**src/rtl/cpu_io_pkg.sv**
```systemverilog
// ============================================================================
// Module      : cpu_io_pkg
// Description : Shared serializer state encoding and UART framing constants
//               for the CPU output path.
// Revision    : 1.0 - initial release
// ============================================================================
`timescale 1ns/1ps
`default_nettype none

package cpu_io_pkg;

    // Serializer states; explicit two-bit encoding.
    typedef enum logic [1:0] {
        IDLE  = 2'd0,
        START = 2'd1,
        DATA  = 2'd2,
        STOP  = 2'd3
    } uart_state_t;

    // 8N1 framing.
    localparam int DATA_BITS = 8;
    localparam int STOP_BITS = 1;

    // Number of UART bytes needed to carry one CPU word.
    function automatic int bytes_per_word(input int word_size);
        return word_size / DATA_BITS;
    endfunction

endpackage

`default_nettype wire

```
**src/rtl/cpu_output_uart_tx_if.sv**
```systemverilog
// ============================================================================
// Module      : cpu_output_uart_tx_if
// Description : CPU output strobe/data plus UART line and status flags.
//               master = CPU side, slave = UART sink.
// Revision    : 1.0 - initial release
// ============================================================================
`timescale 1ns/1ps
`default_nettype none

interface cpu_output_uart_tx_if #(
    parameter int WORD_SIZE = 32
);
    logic                 output_en;
    logic [WORD_SIZE-1:0] data_out;
    logic                 tx;
    logic                 full;
    logic                 busy;
    logic                 overflow;

    modport master (
        output output_en, data_out,
        input  tx, full, busy, overflow
    );

    modport slave (
        input  output_en, data_out,
        output tx, full, busy, overflow
    );
endinterface

`default_nettype wire

```
**src/rtl/sync_fifo.sv**
```systemverilog
// ============================================================================
// Module      : sync_fifo
// Description : Single-clock FIFO with registered count/full/empty.
//               DEPTH must be a power of two so pointers wrap naturally.
// Revision    : 1.0 - initial release
// ============================================================================
`timescale 1ns/1ps
`default_nettype none

module sync_fifo #(
    parameter int WIDTH = 32,
    parameter int DEPTH = 8
) (
    input  wire logic                     clk,
    input  wire logic                     rst,
    input  wire logic                     push,
    input  wire logic                     pop,
    input  wire logic [WIDTH-1:0]         din,
    output logic      [WIDTH-1:0]         dout,
    output logic      [$clog2(DEPTH):0]   count,
    output logic                          full,
    output logic                          empty
);
    localparam int c_ptr_w = $clog2(DEPTH);
    localparam int c_lvl_w = $clog2(DEPTH) + 1;
    localparam logic [c_ptr_w-1:0] c_ptr_one = c_ptr_w'(1);
    localparam logic [c_lvl_w-1:0] c_lvl_max = c_lvl_w'(DEPTH);

    logic [WIDTH-1:0]   r_mem [DEPTH];
    logic [c_ptr_w-1:0] r_wr_ptr;
    logic [c_ptr_w-1:0] r_rd_ptr;
    logic [c_lvl_w-1:0] r_count;
    logic               r_full;
    logic               r_empty;

    logic               w_do_push;
    logic               w_do_pop;
    logic [c_lvl_w-1:0] w_count_next;

    // Requests against a full/empty FIFO are ignored.
    assign w_do_push    = push && !r_full;
    assign w_do_pop     = pop && !r_empty;
    assign w_count_next = r_count + {{(c_lvl_w-1){1'b0}}, w_do_push}
                                  - {{(c_lvl_w-1){1'b0}}, w_do_pop};

    // Storage array; no reset needed, contents are only read when valid.
    always_ff @(posedge clk) begin
        if (w_do_push) begin
            r_mem[r_wr_ptr] <= din;
        end
    end

    // Pointers, level and status flags registered from the next level.
    always_ff @(posedge clk) begin
        if (rst) begin
            r_wr_ptr <= '0;
            r_rd_ptr <= '0;
            r_count  <= '0;
            r_full   <= 1'b0;
            r_empty  <= 1'b1;
        end else begin
            if (w_do_push) begin
                r_wr_ptr <= r_wr_ptr + c_ptr_one;
            end
            if (w_do_pop) begin
                r_rd_ptr <= r_rd_ptr + c_ptr_one;
            end
            r_count <= w_count_next;
            r_full  <= (w_count_next == c_lvl_max);
            r_empty <= (w_count_next == '0);
        end
    end

    assign dout  = r_mem[r_rd_ptr];
    assign count = r_count;
    assign full  = r_full;
    assign empty = r_empty;

endmodule

`default_nettype wire

```
**src/rtl/cpu_output_uart_tx.sv**
```systemverilog
// ============================================================================
// Module      : cpu_output_uart_tx
// Description : Captures CPU output words into a FIFO and sends each word as
//               WORD_SIZE/8 UART 8N1 bytes, least-significant byte first.
// Revision    : 1.0 - initial release
// ============================================================================
`timescale 1ns/1ps
`default_nettype none

module cpu_output_uart_tx
    import cpu_io_pkg::*;
#(
    parameter int WORD_SIZE    = 32,
    parameter int FIFO_DEPTH   = 8,
    parameter int CLKS_PER_BIT = 868
) (
    input wire logic            clk,
    input wire logic            rst,
    cpu_output_uart_tx_if.slave bus
);
    localparam int c_bpw    = bytes_per_word(WORD_SIZE);
    localparam int c_cnt_w  = $clog2(CLKS_PER_BIT * STOP_BITS);
    localparam int c_bit_w  = $clog2(DATA_BITS);
    localparam int c_byte_w = (c_bpw > 1) ? $clog2(c_bpw) : 1;
    localparam int c_lvl_w  = $clog2(FIFO_DEPTH) + 1;

    localparam logic [c_cnt_w-1:0]  c_bit_last  = c_cnt_w'(CLKS_PER_BIT - 1);
    localparam logic [c_cnt_w-1:0]  c_stop_last = c_cnt_w'(CLKS_PER_BIT * STOP_BITS - 1);
    localparam logic [c_cnt_w-1:0]  c_cnt_one   = c_cnt_w'(1);
    localparam logic [c_bit_w-1:0]  c_data_last = c_bit_w'(DATA_BITS - 1);
    localparam logic [c_bit_w-1:0]  c_bit_one   = c_bit_w'(1);
    localparam logic [c_byte_w-1:0] c_byte_last = c_byte_w'(c_bpw - 1);
    localparam logic [c_byte_w-1:0] c_byte_one  = c_byte_w'(1);

    uart_state_t          r_state;
    logic                 r_tx;
    logic                 r_busy;
    logic                 r_overflow;
    logic [c_cnt_w-1:0]   r_clk_cnt;
    logic [c_bit_w-1:0]   r_bit_cnt;
    logic [c_byte_w-1:0]  r_byte_idx;
    logic [WORD_SIZE-1:0] r_shift;

    logic                 w_push;
    logic                 w_drop;
    logic                 w_pop;
    logic [WORD_SIZE-1:0] w_dout;
    logic [c_lvl_w-1:0]   w_count;
    logic [c_lvl_w-1:0]   w_count_next;
    logic                 w_full;
    logic                 w_empty;
    logic                 w_bit_done;
    logic                 w_stop_done;
    logic                 w_frame_done;
    logic                 w_active_next;

    // Registered full gates the push, so a word offered while full is
    // dropped even if a pop frees a slot on the same edge.
    assign w_push = bus.output_en && !w_full;
    assign w_drop = bus.output_en && w_full;
    assign w_pop  = (r_state == IDLE) && !w_empty;

    sync_fifo #(
        .WIDTH (WORD_SIZE),
        .DEPTH (FIFO_DEPTH)
    ) u_fifo (
        .clk   (clk),
        .rst   (rst),
        .push  (w_push),
        .pop   (w_pop),
        .din   (bus.data_out),
        .dout  (w_dout),
        .count (w_count),
        .full  (w_full),
        .empty (w_empty)
    );

    assign w_bit_done    = (r_clk_cnt == c_bit_last);
    assign w_stop_done   = (r_clk_cnt == c_stop_last);
    assign w_frame_done  = (r_state == STOP) && w_stop_done && (r_byte_idx == c_byte_last);
    assign w_active_next = ((r_state != IDLE) && !w_frame_done) || w_pop;
    assign w_count_next  = w_count + {{(c_lvl_w-1){1'b0}}, w_push}
                                   - {{(c_lvl_w-1){1'b0}}, w_pop};

    // Serializer FSM; tx is loaded with the value for the state being entered.
    always_ff @(posedge clk) begin
        if (rst) begin
            r_state    <= IDLE;
            r_tx       <= 1'b1;
            r_clk_cnt  <= '0;
            r_bit_cnt  <= '0;
            r_byte_idx <= '0;
            r_shift    <= '0;
        end else begin
            case (r_state)
                IDLE: begin
                    r_tx      <= 1'b1;
                    r_clk_cnt <= '0;
                    if (w_pop) begin
                        r_shift    <= w_dout;
                        r_byte_idx <= '0;
                        r_bit_cnt  <= '0;
                        r_tx       <= 1'b0;
                        r_state    <= START;
                    end
                end
                START: begin
                    if (w_bit_done) begin
                        r_clk_cnt <= '0;
                        r_bit_cnt <= '0;
                        r_tx      <= r_shift[0];
                        r_state   <= DATA;
                    end else begin
                        r_clk_cnt <= r_clk_cnt + c_cnt_one;
                    end
                end
                DATA: begin
                    if (w_bit_done) begin
                        r_clk_cnt <= '0;
                        r_shift   <= r_shift >> 1;
                        if (r_bit_cnt == c_data_last) begin
                            r_tx    <= 1'b1;
                            r_state <= STOP;
                        end else begin
                            r_bit_cnt <= r_bit_cnt + c_bit_one;
                            r_tx      <= r_shift[1];
                        end
                    end else begin
                        r_clk_cnt <= r_clk_cnt + c_cnt_one;
                    end
                end
                STOP: begin
                    if (w_stop_done) begin
                        r_clk_cnt <= '0;
                        if (r_byte_idx == c_byte_last) begin
                            r_state <= IDLE;
                        end else begin
                            // Next byte continues from the same shift register.
                            r_byte_idx <= r_byte_idx + c_byte_one;
                            r_tx       <= 1'b0;
                            r_state    <= START;
                        end
                    end else begin
                        r_clk_cnt <= r_clk_cnt + c_cnt_one;
                    end
                end
                default: r_state <= IDLE;
            endcase
        end
    end

    // Status flags: busy from next-state level/FSM, overflow sticky until reset.
    always_ff @(posedge clk) begin
        if (rst) begin
            r_busy     <= 1'b0;
            r_overflow <= 1'b0;
        end else begin
            r_busy     <= (w_count_next != '0) || w_active_next;
            r_overflow <= r_overflow || w_drop;
        end
    end

    assign bus.tx       = r_tx;
    assign bus.full     = w_full;
    assign bus.busy     = r_busy;
    assign bus.overflow = r_overflow;

endmodule

`default_nettype wire
```
**src/flat_wrapper.sv**
```systemverilog
// flat-port wrapper written by rule: the top's interface ports become plain ports
module cpu_output_uart_tx_flat import cpu_io_pkg::*;
#(
    parameter int WORD_SIZE    = 32,
    parameter int FIFO_DEPTH   = 8,
    parameter int CLKS_PER_BIT = 868
)
  (clk, rst, bus_output_en, bus_data_out, bus_tx, bus_full, bus_busy, bus_overflow);
  cpu_output_uart_tx_if #(.WORD_SIZE(WORD_SIZE)) bus_i ();
  input wire logic clk;
  input wire logic rst;
  input wire logic [$bits(bus_i.output_en)-1:0] bus_output_en;
  input wire logic [$bits(bus_i.data_out)-1:0] bus_data_out;
  output wire logic [$bits(bus_i.tx)-1:0] bus_tx;
  output wire logic [$bits(bus_i.full)-1:0] bus_full;
  output wire logic [$bits(bus_i.busy)-1:0] bus_busy;
  output wire logic [$bits(bus_i.overflow)-1:0] bus_overflow;
  assign bus_i.output_en = bus_output_en;
  assign bus_i.data_out = bus_data_out;
  assign bus_tx = bus_i.tx;
  assign bus_full = bus_i.full;
  assign bus_busy = bus_i.busy;
  assign bus_overflow = bus_i.overflow;
  cpu_output_uart_tx #(.WORD_SIZE(WORD_SIZE), .FIFO_DEPTH(FIFO_DEPTH), .CLKS_PER_BIT(CLKS_PER_BIT)) u_core (.clk(clk), .rst(rst), .bus(bus_i));
endmodule
```
**config.mk**
```make
export PLATFORM = sky130hd
export DESIGN_NAME = cpu_output_uart_tx_flat
export DESIGN_NICKNAME = d
export VERILOG_FILES = /design/src/rtl/cpu_io_pkg.sv /design/src/rtl/cpu_output_uart_tx_if.sv /design/src/rtl/sync_fifo.sv /design/src/rtl/cpu_output_uart_tx.sv /design/src/flat_wrapper.sv
export SDC_FILE = /design/constraint.sdc
export NUM_CORES = 1
export LEC_CHECK = 0
export ABC_AREA = 1
export CORE_ASPECT_RATIO = 1.5
export CORE_MARGIN = 3
export CORE_UTILIZATION = 50
export CTS_CLUSTER_SIZE = 10
export DETAILED_ROUTE_END_ITERATION = 7
export PLACE_DENSITY = 0.69
export SKIP_CTS_REPAIR_TIMING = 1
export SLEW_MARGIN = 20
export SYNTH_ARGS = -nofsm -noshare
export SYNTH_HDL_FRONTEND = slang
export SYNTH_SLANG_ARGS = --single-unit
```
**constraint.sdc**
```tcl
create_clock -name clk -period 5.32 [get_ports clk]
set_input_delay 1.064 -clock clk [delete_from_list [all_inputs] [get_ports clk]]
set_output_delay 1.064 -clock clk [all_outputs]
set_load 0.05 [all_outputs]
```
==> run summary, run 1 <==
=====================================================================================
Setup tns final ........................................................         0 ns
Fill cells .............................................................         2245
Worst reg2reg path endpoint ............................................ u_core.r_shift[9]
Overall routing resource usage .........................................       19.08%
IO Pins ................................................................           39
Setup repair after global routing missed its margin ....................           no
Leak Pwr ...............................................................  0.006101 µW
Worst clock skew .......................................................   0.01255 ns
Remaining DRCs .........................................................            0
Via count of the first global-routing pass .............................         8933
Floorplan Core Area ....................................................  0.02731 mm²
Number of flops mapped to enable cells by yosys ........................          256
Number of optimization iterations in the first detailed-route pass .....            5
Maximum capacitance violations .........................................            0
Die footprint ..........................................................  0.02990 mm²
Asr flop ratio synth ...................................................           0%
Slowest cell on crit path .............................................. sky130_fd_sc_hd__clkdlybuf4s50_1
Hold Crit Depth ........................................................            1
Slowest Stage Delay on Critical Path ...................................      0.48 ns
Fmax ...................................................................    322.1 MHz
Transition time at the pin with the least slew margin ..................     1.100 ns
Number of stages on the worst setup path ...............................           11
Standard-cell rows .....................................................           74
Max_slew headroom ......................................................       26.49%
Largest voltage drop on the vdd net ....................................    0.2365 mV
Clock root buffer ...................................................... sky130_fd_sc_hd__clkbuf_16
Global-route wire length before repair .................................     45170 µm
Yosys warnings .........................................................            0
Final slew viol count ..................................................            0
Die span in y ..........................................................     210.3 µm
Path type of the worst setup path ...................................... input pin to register
Number of buffers inserted during clock tree synthesis .................           38
Setup slack on the worst flop-to-flop path .............................      2.57 ns
Xor/xnor share of the synthesized area .................................      0.3777%
Net count of the mapped netlist ........................................         1436
Cell family with most CP delay .........................................  adder cells
Pwr Total ..............................................................      8417 µW
Share of the synthesized area in compound gates (AO/OA/AOI/OAI) ........       6.448%
Syn Area/Cell ..........................................................    10.07 µm²
DR WL/cell .............................................................     16.07 µm
Per-cell via count in the routed design ................................        5.232
Ratio of final minimum period to clock period ..........................       58.36%
Synth Register Bits ....................................................          323
Clock tree from TritonCTS ..............................................         done
CTS Buffer Depth .......................................................            3
Wire length on met2 ....................................................     14360 µm
Largest family of logic cells by synthesized area ...................... simple AND/OR/NAND/NOR gates
Outcome ................................................................ complete, no violations
Initial core utilization ...............................................       50.93%
Largest net degree at the start of global routing ......................           85
Final wirelength .......................................................     28160 µm
Vias after detailed routing ............................................         9172
Worst-path maximum fanout ..............................................            5
First element of the critical path ..................................... bus_output_en
Hold crit path type .................................................... register to register
Cell area after synthesis ..............................................  0.01391 mm²
Proportion of synthesized area in mux cells ............................           0%
Met3 routed WL .........................................................      1314 µm
ANT nets after route ...................................................            0
Highest metal used .....................................................         met4
Share of the yosys chip area belonging to registers ....................       64.90%
Cell Chain, Critical Path .............................................. clkdlybuf4s50_1 > inv_1 > nor2_1 > inv_1 > ha_1 > inv_1 > ha_1 > fa_1 > xnor2_1 > nand3_1 > o21ai_0
Layout area overhead ...................................................       11.93%
Clock latency on the worst-skew pair ...................................      0.52 ns
Required time at the endpoint of the critical path .....................      5.74 ns
Clock-pin slew of the registers on the worst-case setup and hold paths .      0.05 ns
Number of buffer and inverter stages on the critical path ..............            4
Grt total ovfl .........................................................            0
Clock tree sinks .......................................................          323
Type of origin of the critical path ....................................    input pin
Count of input and output buffers ......................................           38
Global placement routability congestion ................................       0.7733
Hold-critical path endpoint ............................................ u_core.r_clk_cnt[0]
Post-Synth Adder-Cell Area .............................................       1.907%
Synth cell types .......................................................           35
Start point of the worst hold path ..................................... u_core.r_clk_cnt[0]
Power density cells .................................................... 540.5 mW/mm²
Arrival @ worst endpoint ...............................................      3.53 ns
Violation count after the first detailed-routing iteration .............          678
Commonest register cell after synthesis ................................ sky130_fd_sc_hd__edfxtp_1
Post-synthesis simple-gate area fraction ...............................       19.79%
Dominant cell type by count on the critical path ....................... sky130_fd_sc_hd__inv_1
Hold Fails Final Rpt ...................................................            0
Routed length on met1 ..................................................     11660 µm
Final setup fails ......................................................            0
Count of nets after finishing ..........................................         1454
Count of H-tree levels built during CTS ................................            2
Estimated wirelength of the detail-placed design .......................     16370 µm
Fraction of final layout cells with drive strength greater than 1 ......       5.457%
Antenna violations before repair .......................................            0
Reg2Reg Depth ..........................................................            8
Die Span X .............................................................     142.2 µm
Final min period .......................................................     3.105 ns
Gate count of the mapped netlist .......................................         1381
Endpoint kind of the worst setup timing path ...........................     register
Number of diodes .......................................................            0
=====================================================================================
==> logic make-up (layout without fill, tap and decap cells) <==
group           Yosys count  count (layout)
xor+xnor                  6               6
fa+ha+maj                20              20
compound gates          128             128
buf+inv                 213             243
simple gates            691             691
flops                   323             323
==> per-layer routing <==
layer | global-route usage, % | vias to the layer above
li1 | - | 4596
met1 | 24.08 | 4303
met2 | 32.86 | 211
met3 | 2.882 | 62
met4 | 7.748 | 0
met5 | 0 | -
==> worst max-delay path by stage <==
| stage | to | slack, ns |
|---|---|---|
| finish | u_core.u_fifo.empty | 2.22 |
| global route | u_core.u_fifo.empty | 2.02 |
| CTS | u_core.u_fifo.empty | 2.20 |
| detailed placement | u_core.u_fifo.r_mem[7][5] | 1.66 |
| global placement | u_core.u_fifo.r_mem[5][5] | 1.65 |
| floorplan | u_core.u_fifo.r_mem[1][0] | 1.96 |
==> report_power, final <==
group / switching [µW] / total [µW] / internal, µW
combinational: 2030 / 3000 / 971
sequential: 141 / 3190 / 3050
clock: 905 / 2220 / 1320
total: 3080 / 8420 / 5340
==> sequential cells by signal, summed over array words and instances (netlist names), named ones only <==
name                    cells
u_core.r_shift             32
u_core.r_state              2
u_core.bus.busy             1
u_core.u_fifo.full          1
u_core.r_clk_cnt           10
u_core.bus.overflow         1
u_core.bus.tx               1
u_core.u_fifo.r_mem       256
u_core.u_fifo.empty         1
u_core.r_byte_idx           2
u_core.u_fifo.count         4
u_core.r_bit_cnt            3
u_core.u_fifo.r_rd_ptr      3
u_core.u_fifo.r_wr_ptr      3
==> placed cells by master (no fill, tap or decap), types with 2 or more instances in the layout <==
cell type / instances
sky130_fd_sc_hd__a21oi_1: 20
sky130_fd_sc_hd__buf_12: 2
sky130_fd_sc_hd__buf_4: 10
sky130_fd_sc_hd__clkbuf_1: 10
sky130_fd_sc_hd__clkbuf_16: 39
sky130_fd_sc_hd__clkdlybuf4s50_1: 38
sky130_fd_sc_hd__clkinv_2: 3
sky130_fd_sc_hd__dfxtp_1: 65
sky130_fd_sc_hd__edfxtp_1: 256
sky130_fd_sc_hd__fa_1: 2
sky130_fd_sc_hd__ha_1: 18
sky130_fd_sc_hd__inv_1: 136
sky130_fd_sc_hd__inv_2: 2
sky130_fd_sc_hd__nand2_1: 448
sky130_fd_sc_hd__nand2_4: 2
sky130_fd_sc_hd__nand3_1: 89
sky130_fd_sc_hd__nand4_1: 4
sky130_fd_sc_hd__nor2_1: 133
sky130_fd_sc_hd__nor2_4: 8
sky130_fd_sc_hd__nor3b_1: 2
sky130_fd_sc_hd__o211ai_1: 91
sky130_fd_sc_hd__o21ai_0: 9
sky130_fd_sc_hd__or2_2: 2
sky130_fd_sc_hd__xnor2_1: 4
sky130_fd_sc_hd__xor2_1: 2
==> cell usage after synthesis, types with 2 or more instances <==
library cell / n / share of area, %
sky130_fd_sc_hd__buf_1: 3 / 0.081
sky130_fd_sc_hd__buf_6: 5 / 0.40
sky130_fd_sc_hd__xor2_1: 2 / 0.13
sky130_fd_sc_hd__edfxtp_1: 256 / 55
sky130_fd_sc_hd__or2_2: 2 / 0.090
sky130_fd_sc_hd__o21ai_0: 9 / 0.32
sky130_fd_sc_hd__xnor2_1: 4 / 0.25
sky130_fd_sc_hd__inv_1: 137 / 3.7
sky130_fd_sc_hd__a21oi_1: 20 / 0.72
sky130_fd_sc_hd__clkbuf_1: 21 / 0.57
sky130_fd_sc_hd__buf_4: 9 / 0.49
sky130_fd_sc_hd__fa_1: 2 / 0.29
sky130_fd_sc_hd__nand4_1: 4 / 0.18
sky130_fd_sc_hd__dfxtp_1: 67 / 9.6
sky130_fd_sc_hd__nand2_4: 2 / 0.16
sky130_fd_sc_hd__nor2_1: 141 / 3.8
sky130_fd_sc_hd__o211ai_1: 91 / 4.9
sky130_fd_sc_hd__inv_2: 2 / 0.054
sky130_fd_sc_hd__buf_2: 35 / 1.3
sky130_fd_sc_hd__nand3_1: 89 / 3.2
sky130_fd_sc_hd__nor3b_1: 2 / 0.11
sky130_fd_sc_hd__ha_1: 18 / 1.6
sky130_fd_sc_hd__nand2_1: 448 / 12
==> area by class of cell <==
class                   count  area (µm²)  area share (%)
inverters                 140       526.8           3.383
flip-flops and latches    323        9034           58.01
clock inverters             3       18.77          0.1205
clock buffers              49        1013           6.508
repair buffers             51       523.0           3.359
multi-input cells         845        4029           25.87
well taps                 342       427.9           2.748
==> through the flow <==
step                area (µm²)  utilization (%)  setup WS, ns  cells  hold WS, ns
floorplan                13910                -         1.963   1381       0.4175
global placement         14470            52.99         1.653   1698       0.4268
detailed placement       14470            52.99         1.657   1698       0.4453
CTS                      15500            56.77         2.201   1750       0.4528
global route             15570            57.01         2.025   1753       0.4836
finish                   15570            57.01         2.215   1753       0.4587
Note: power is estimated with default switching activity, not from simulation.
==> run 2, diff against run 1 <==
PLACE_DENSITY = 0.71   (was 0.69)
clock period = 2.8 ns   (was 5.32 ns; I/O delays follow)
==> run 2 against run 1 <==
  * Sequential power increased by 91%
  * Clock power increased by 100%
  * Sequential share of layout area decreased by 1.3 points
  * Setup slack got worse by 2.0 ns
  * Final cell count increased by 2.2%
  * Utilization increased by 1.3 points
  * Global-route usage increased by 1.3 points
  * Non-clock buffer count increased by 22
  * Highest routed layer unchanged
  * Clock skew increased by 0.011 ns
  * Count of clock-buffer cells in the layout increased by 16
  * Combinational power increased by 95%
==> run summary, run 2 (same netlist as run 1, synthesis figures left out) <==
=====================================================================================
Outcome ................................................................ complete, no violations
Count of nets after finishing ..........................................         1476   +1.5%
Largest net degree at the start of global routing ......................           73   -14%
Number of optimization iterations in the first detailed-route pass .....            5   unchanged
Power Internal .........................................................     10440 µW   +96%
Fraction of final layout cells with drive strength greater than 1 ......       6.897%   +1.4 points
Count of H-tree levels built during CTS ................................            2   unchanged
Number of buffer and inverter stages on the critical path ..............            3   -1
Cell Chain, Critical Path .............................................. inv_1 > ha_1 > inv_1 > nor2_1 > ha_1 > inv_1 > ha_1 > fa_1 > xnor2_1 > nand3_1 > o21ai_0
Hold Fails Final Rpt ...................................................            0   unchanged
Arrival @ worst endpoint ...............................................      3.03 ns   -0.50 ns
Gate power share .......................................................        35.8%   about the same
Setup tns final ........................................................         0 ns   unchanged
Max reg flops ..........................................................          256   unchanged
Floorplan Core Area ....................................................  0.02731 mm²   unchanged
Per-cell via count in the routed design ................................        5.274   +0.80%
Hold crit path type .................................................... register to register
Die Span X .............................................................     142.2 µm   unchanged
Clock root buffer ...................................................... sky130_fd_sc_hd__clkbuf_16
Via count of the first global-routing pass .............................         9585   +7.3%
Count of input and output buffers ......................................           38   unchanged
Fin Hold WS ............................................................    0.4451 ns   -0.01367 ns
Endpoint kind of the worst setup timing path ...........................     register
Path type of the worst setup path ...................................... register to register
Power spent charging and discharging nets ..............................      5947 µW   +93%
Global placement routability congestion ................................       0.8179   +5.8%
Layout area overhead ...................................................       14.54%
Area taken by flip-flops and latches ................................... 0.009034 mm²   unchanged
Die span in y ..........................................................     210.3 µm   unchanged
Max_slew headroom ......................................................       49.86%   +23 points
Highest-count cells in the layout ignoring fill and taps ............... sky130_fd_sc_hd__nand2_1 (448), sky130_fd_sc_hd__edfxtp_1 (256), sky130_fd_sc_hd__inv_1 (136)
Number of buffers inserted during clock tree synthesis .................           38   unchanged
Final min period .......................................................     2.580 ns
Final setup fails ......................................................            0   unchanged
Estimated wirelength of the detail-placed design .......................     17730 µm   +8.3%
DR WL/cell .............................................................     16.70 µm   +3.9%
Fraction of power spent switching nets .................................       36.29%   -0.29 points
Overall routing resource usage .........................................       20.40%   +1.3 points
Number of diodes .......................................................            0   unchanged
Final slew viol count ..................................................            0   unchanged
Standard-cell rows .....................................................           74   unchanged
ANT nets after route ...................................................            0   unchanged
Leak Pwr ...............................................................  0.006275 µW   +2.9%
Fmax ...................................................................    387.7 MHz
Clock tree sinks .......................................................          323   unchanged
Remaining DRCs .........................................................            0   unchanged
Most frequent standard cell in the layout excluding fill and tap cells . sky130_fd_sc_hd__nand2_1
Required time at the endpoint of the critical path .....................      3.25 ns   -2.49 ns
Grt total ovfl .........................................................            0   unchanged
Die footprint ..........................................................  0.02990 mm²   unchanged
Count of placed standard cells including taps ..........................         1723   +1.5%
Setup repair after global routing missed its margin ....................           no
Clock latency on the worst-skew pair ...................................      0.54 ns   +0.02 ns
Slowest Stage Delay on Critical Path ...................................      0.42 ns   -0.06 ns
Clock-pin slew of the registers on the worst-case setup and hold paths .      0.06 ns   about the same
Part of the total power dissipated in the clock network ................        27.1%   +0.7 points
Clock tree from TritonCTS ..............................................         done
Initial core utilization ...............................................       50.93%   unchanged
Antenna violations before repair .......................................            0   unchanged
Power density cells ....................................................  1028 mW/mm²   +90%
CTS Buffer Depth .......................................................            3   unchanged
Global-route wire length before repair .................................     48360 µm   +7.1%
Cell family with most CP delay .........................................  adder cells
Transition time at the pin with the least slew margin ..................    0.7522 ns   -0.3478 ns
Type of origin of the critical path ....................................     register
IO Pins ................................................................           39   unchanged
Maximum capacitance violations .........................................            0   unchanged
Biggest register ....................................................... u_core.u_fifo.r_mem
Worst-path maximum fanout ..............................................            6   +1
Sequential group share of total power ..................................        37.1%   -0.8 points
Vias after detailed routing ............................................         9451   +3.0%
Count of non-filler cells in the finished layout .......................         1792   +2.2%
Largest voltage drop on the vdd net ....................................    0.6519 mV   +180%
Slowest cell on crit path .............................................. sky130_fd_sc_hd__dfxtp_1
Final wirelength .......................................................     29930 µm   +6.3%
Fill cells .............................................................         2209   -1.6%
Worst clock skew .......................................................   0.02310 ns   +0.01056 ns
Largest registers ...................................................... u_core.u_fifo.r_mem (256), u_core.r_shift (32), u_core.r_clk_cnt (10)
Area taken by multi-input logic gates .................................. 0.004029 mm²   unchanged
Violation count after the first detailed-routing iteration .............          594   -12%
Ratio of final minimum period to clock period ..........................       92.13%
=====================================================================================
-- run 2: path summary, 6_finish.rpt --
check	start	to	slack [ns]	depth (start not counted)
hold reg to reg	u_core.r_clk_cnt[0]	u_core.r_clk_cnt[0]	0.45	1
hold / removal	u_core.r_clk_cnt[0]	u_core.r_clk_cnt[0]	0.45	1
setup reg to reg	u_core.r_state[0]	u_core.u_fifo.empty	0.22	11
setup / recovery	u_core.r_state[0]	u_core.u_fifo.empty	0.22	11
-- run 2: power by group through the flow --
stage | clock network, µW | logic [µW] | registers [µW]
6_report | 4440 | 5860 | 6080
5_1_grt | 4730 | 6690 | 6140
4_1_cts | 4550 | 5910 | 6080
3_5_place_dp | 0 | 5870 | 6180
3_3_place_gp | 0 | 5730 | 6160
2_1_floorplan | 0 | 4480 | 6100
-- run 2: final cells by class --
class                   count  area share (%)
flip-flops and latches    323           56.69
multi-input cells         845           25.28
clock buffers              65           6.737
repair buffers             73           5.057
inverters                 140           3.306
well taps                 342           2.685
clock inverters             4          0.2434
-- run 2: worst register-to-register path, cell delays in order (launching register included) --
cell and delay, ns:
sky130_fd_sc_hd__dfxtp_1 0.42, sky130_fd_sc_hd__inv_1 0.12, sky130_fd_sc_hd__ha_1 0.24, sky130_fd_sc_hd__inv_1 0.15
sky130_fd_sc_hd__nor2_1 0.10, sky130_fd_sc_hd__ha_1 0.28, sky130_fd_sc_hd__inv_1 0.04, sky130_fd_sc_hd__ha_1 0.22
sky130_fd_sc_hd__fa_1 0.42, sky130_fd_sc_hd__xnor2_1 0.21, sky130_fd_sc_hd__nand3_1 0.13, sky130_fd_sc_hd__o21ai_0 0.18
-- run 2: metrics by stage --
step / total power [µW] / util (%) / area [µm²] / setup WS, ns
after floorplan: 10580 / - / 13910 / -0.05324
after global placement: 11890 / 54.27 / 14820 / -0.03320
after detailed placement: 12050 / 54.27 / 14820 / -0.1079
after CTS: 16540 / 58.34 / 15940 / 0.2260
after global routing: 17560 / 58.34 / 15940 / 0.04588
final: 16390 / 58.34 / 15940 / 0.2205
-- run 2: per-layer routing --
layer  track usage (%)  part of all wire [%]
met3             3.223                   4.5
met5                 0                     0
met4             9.404                   3.9
met2             35.84                    52
met1             24.48                    40
==> run 3, diff against run 2 <==
CAP_MARGIN = 30   (was default)
==> results of run 3 <==
No change in the layout: final DEF, timing and power equal those of run 2.
